<file path="src/rtl/ram_dumper.sv">
// ============================================================================
//  Module   : ram_dumper
//  Brief    : Streams a contiguous byte range out of a synchronous RAM as a
//             txReady-gated byte stream with a one-cycle newData strobe.
//             Optional macro DUMPER_NUL_STOP_EN ends the dump at a 8'h00 byte.
//  Revision : 1.0 - initial release
// ============================================================================
`default_nettype none

module ram_dumper #(
  parameter int addrSize = 9
) (
  input  logic                clk,
  input  logic                reset,
  input  logic                start,
  input  logic [addrSize-1:0] startAddr,
  input  logic [addrSize:0]   count,
  output logic                read_rq,
  output logic [addrSize-1:0] addrOut,
  input  logic [7:0]          ramData,
  input  logic                txReady,
  output logic [7:0]          dataOut,
  output logic                newData,
  output logic                busy,
  output logic                done
);

  typedef enum logic [2:0] {
    S_IDLE  = 3'd0,
    S_READ  = 3'd1,
    S_LATCH = 3'd2,
    S_SEND  = 3'd3,
    S_GAP   = 3'd4,
    S_FIN   = 3'd5
  } state_t;

  state_t              state_q, state_d;
  logic [addrSize-1:0] addr_q, addr_d;
  logic [addrSize:0]   remaining_q, remaining_d;
  logic [7:0]          data_q, data_d;
  logic                read_rq_q, read_rq_d;
  logic                new_data_q, new_data_d;
  logic                busy_q, busy_d;
  logic                done_q, done_d;

  always_comb begin
    state_d     = state_q;
    addr_d      = addr_q;
    remaining_d = remaining_q;
    data_d      = data_q;
    unique case (state_q)
      S_IDLE: begin
        if (start) begin
          addr_d      = startAddr;
          remaining_d = count;
          state_d     = (count == '0) ? S_FIN : S_READ;
        end
      end
      S_READ:  state_d = S_LATCH;
      S_LATCH: begin
`ifdef DUMPER_NUL_STOP_EN
        if (ramData == 8'h00) begin
          state_d = S_FIN;
        end else begin
          data_d  = ramData;
          state_d = S_SEND;
        end
`else
        data_d  = ramData;
        state_d = S_SEND;
`endif
      end
      S_SEND: begin
        if (txReady) state_d = S_GAP;
      end
      S_GAP: begin
        remaining_d = remaining_q - 1'b1;
        addr_d      = addr_q + 1'b1;
        state_d     = (remaining_q == {{addrSize{1'b0}}, 1'b1}) ? S_FIN : S_READ;
      end
      S_FIN:   state_d = S_IDLE;
      default: state_d = S_IDLE;
    endcase

    // Outputs are decoded from the next state so each flop is high exactly
    // while the FSM sits in the corresponding state.
    read_rq_d  = (state_d == S_READ);
    new_data_d = (state_d == S_GAP);
    done_d     = (state_d == S_FIN);
    busy_d     = (state_d != S_IDLE);
  end

  always_ff @(posedge clk or negedge reset) begin
    if (!reset) begin
      state_q     <= S_IDLE;
      addr_q      <= '0;
      remaining_q <= '0;
      data_q      <= '0;
      read_rq_q   <= 1'b0;
      new_data_q  <= 1'b0;
      busy_q      <= 1'b0;
      done_q      <= 1'b0;
    end else begin
      state_q     <= state_d;
      addr_q      <= addr_d;
      remaining_q <= remaining_d;
      data_q      <= data_d;
      read_rq_q   <= read_rq_d;
      new_data_q  <= new_data_d;
      busy_q      <= busy_d;
      done_q      <= done_d;
    end
  end

  assign read_rq = read_rq_q;
  assign addrOut = addr_q;
  assign dataOut = data_q;
  assign newData = new_data_q;
  assign busy    = busy_q;
  assign done    = done_q;

endmodule

`default_nettype wire
</file>
<file path="config.mk">
export PLATFORM = sky130hd
export DESIGN_NAME = ram_dumper
export DESIGN_NICKNAME = d
export VERILOG_FILES = /design/src/rtl/ram_dumper.sv
export SDC_FILE = /design/constraint.sdc
export NUM_CORES = 1
export LEC_CHECK = 0
export CAP_MARGIN = 20
export CORE_ASPECT_RATIO = 2
export CORE_MARGIN = 3
export CORE_UTILIZATION = 41
export DETAILED_ROUTE_END_ITERATION = 8
export PLACE_DENSITY = 0.84
export SLEW_MARGIN = 10
export SYNTH_ARGS = -nofsm -noshare
export SYNTH_HDL_FRONTEND = slang
export SYNTH_SLANG_ARGS = --single-unit
</file>
<file path="constraint.sdc">
create_clock -name clk -period 1.65 [get_ports clk]
set_clock_uncertainty 0.05 [all_clocks]
set_input_delay 0.4125 -clock clk [delete_from_list [all_inputs] [get_ports clk]]
set_output_delay 0.4125 -clock clk [all_outputs]
set_load 0.01 [all_outputs]
</file>
==> out/results.ini <==
[run_status]
status=finished, violations left
violations=setup timing

[global_route]
grt_util_met1_pct=24.75
use_met3_pct=2.326
grt_use_total_pct=22.13
grt_first_pass_wirelength_um=8245
gr-max-usage-layer=met2
grt_pass1_vias=1777
grt_max_degree=35
use_met2_pct=41.59
antenna_found_initial=0
grt_overflow=0

[pwr]
power.leakage_nw=1.311
p_sw_mw=1.929
power_mw=4.986
power_switching_share_pct=38.69
internal_power_mw=3.057
ir_worst_vdd_uv=1183
seq_power_share_pct=30.7
p_per_area_mw_per_mm2=1697
clkPwrFrac_pct=13.3
p_comb_share_pct=55.9

[timing]
fmax_mhz=556.5
tightest_slew_ps=366.9
max_slew_margin_pct=75.41
hold_viol_final=0
worst_slack_ps=-146.9
holdWs_ps=433.2
period_needed_ps=1797
fin_crit_sh_pct=108.9
grt_setup_unrepaired=true
setup_viol=11
slew_violations=0

[critical_path]
crit_required_ps=1770
critPathMaxFanout=4
r2r_slack_ps=-150
arrival_ps=1920
ff2ff_path_depth=5
path_cells=or3_4, buf_6, or4_4, o31ai_4, nor2_1
cp_slowest_cell=or4_4
critPathLaunchType=flip-flop
r2r_end=read_rq$_DFF_PN0_
critPathKind=reg -> reg
cp_num_cells=5
critPathCaptureType=flip-flop
crit_start=remaining_q[5]$_DFFE_PN0P_
critPathCapture=read_rq$_DFF_PN0_
slowest_delay_ps=520
crit_buf_inv=1
crit_family=simple AND/OR/NAND/NOR gates
r2r_start=remaining_q[5]$_DFFE_PN0P_

[drt]
final_antenna_net_count=0
viasPerCell=5.679
routedWlPerCell_um=18.37
drcViolationCount=0
drt-total-wl_um=5842
dr.first_iter.drc_count=70
vias=1806
dr.pass1.iters=4

[synthesis]
synth_fp_nets=195
synthTopCellsByArea=dfrtp_1, mux2_2, nor2_1
synth.most_common_cell=dfrtp_1
synthArstFlopShare_pct=100.0
synth_area_sq_mm=0.001660
ys_seq_elements=34
synth_cell_types=44
syn_avg_cell_area_sq_um=10.31
synth_common_cells=dfrtp_1, nor2_1, nand2_1
yosysWarnings=0
ys.flop_type=dfrtp_1
synthCells=161
synth_enable_flop_cells=0
synth_seq_area_share_pct=51.24
synth_top_area_share_pct=51.24
yosys.area.top_type=dfrtp_1

[floorplan]
io_pins=52
dieHeight_um=96.00
die_area_sq_mm=0.004895
die_x_um=51.00
rows=32
initial_core_util_pct=42.75
core_sq_mm=0.003884

[clocking]
cts-root-buf=clkbuf_8
cts_buffers=5
clkTransAtPathRegs_ps=70
cts_tree=yes
cts_max_path_buffers=2
cts_hold_buf=0
h-tree-depth=2
clock-sinks=34
clkLatencyLatePin_ps=290

[finish]
multi_input_area_sq_um=952.2
fill_cells=259
fin_area_sq_mm=0.002938
diodes=0
drive_gt1_share_pct=37.83
final_nets=300
area_growth_syn_to_layout_pct=76.94
register_area_sq_um=853.3

[place]
placed_area_sq_mm=0.002506
place_congestion=0.8883
dp_slack_ps=-221.3
dp_hpwl_um=3595
portBuffers=51

[min_path]
worstHoldPathType=in -> async

[run]
max_cap_violations=0

## cells in the final DEF (no fill, tap or decap), types with 2 or more instances in the layout
cell type        instances
nand3_1                  6
mux2i_1                  3
nand2_1                 10
a311oi_1                 3
nor2_4                   2
or4_1                    2
or4_4                    2
a221o_1                  3
a21oi_1                  6
o21a_1                   2
nand2_2                  2
dfrtp_2                  2
clkbuf_8                 6
nand3_2                  4
o211ai_1                 2
and2_1                   2
nor3_1                   4
or3b_4                   2
buf_12                   3
dfrtp_1                 32
nor2_1                  15
buf_4                   40
o21ai_0                  3
dlygate4sd2_1           11
ha_4                     2
nor3_2                   2
mux2_2                   8
o21ai_1                  4
or3_4                    2
nor2_2                   3
dlymetal6s2s_1           6
a211oi_2                 2
buf_6                    7
a31oi_1                  2
clkdlybuf4s50_1         34
## logic make-up after synthesis
| logic type | after synthesis | share of synthesized area [%] |
|---|---|---|
| and+or+nand+nor | 68 | 20.88 |
| buffers and inverters | 6 | 1.582 |
| AOI/OAI and AO/OA | 38 | 16.28 |
| muxes | 11 | 7.235 |
| xor gates and xnor gates | 1 | 0.5276 |
| DFF | 34 | 51.24 |
| adders and majority gates | 3 | 2.261 |
## metal layers
layer  vias to the layer above  share of wire [%]
met4                         0                2.9
met2                        79                 57
li1                        817                  -
met1                       895                 36
met5                         -                  0
met3                        15                4.3
## through the flow
stage	TNS, ps	std cells	util [%]
6_report	-815.5	318	75.64
5_1_grt	-1396	318	75.64
4_1_cts	-505.1	312	70.30
3_5_place_dp	-2155	296	64.53
3_3_place_gp	-1445	296	64.53
2_1_floorplan	-179.0	161	-
## worst min path at each step
stage | slack (ps) | endpoint | from | depth (start not counted)
after CTS | 450 | remaining_q[2]$_DFFE_PN0P_ | reset | 2
after floorplan | 70 | addrOut[0]$_DFFE_PN0P_ | reset | 0
after global placement | 420 | remaining_q[9]$_DFFE_PN0P_ | remaining_q[9]$_DFFE_PN0P_ | 1
final | 430 | remaining_q[1]$_DFFE_PN0P_ | reset | 2
after global routing | 460 | dataOut[1]$_DFFE_PN0N_ | reset | 2
after detailed placement | 430 | remaining_q[9]$_DFFE_PN0P_ | remaining_q[9]$_DFFE_PN0P_ | 1
## state kept, by name, indices dropped and copies added (netlist names)
register and count:
state_q 3, remaining_q 10, read_rq 1, busy 1
addrOut 9, newData 1, dataOut 8, done 1
## final cells by class
class                   instances  share of cell area [%]
repair buffers                102                   32.88
multi-input cells             121                   32.41
flip-flops and latches         34                   29.05
clock buffers                   6                   2.811
well taps                      51                   2.172
clock inverters                 2                  0.4259
inverters                       2                  0.2555
## power by group through the flow
| stage | Clock, mW | Combinational, mW | Sequential, mW |
|---|---|---|---|
| floorplan | 0 | 0.885 | 1.65 |
| global placement | 0 | 2.22 | 1.48 |
| detailed placement | 0 | 2.29 | 1.50 |
| CTS | 0.663 | 2.44 | 1.49 |
| global route | 0.709 | 3.00 | 1.57 |
| finish | 0.665 | 2.79 | 1.53 |
## timing repair
action | 4_1_cts | 5_1_grt
setup endpoints to repair | 22 | 23
pin swaps | 7 | 17
setup buffers | 8 | 7
resized for setup | 33 | 34
Power figures use the tool's default switching activity.
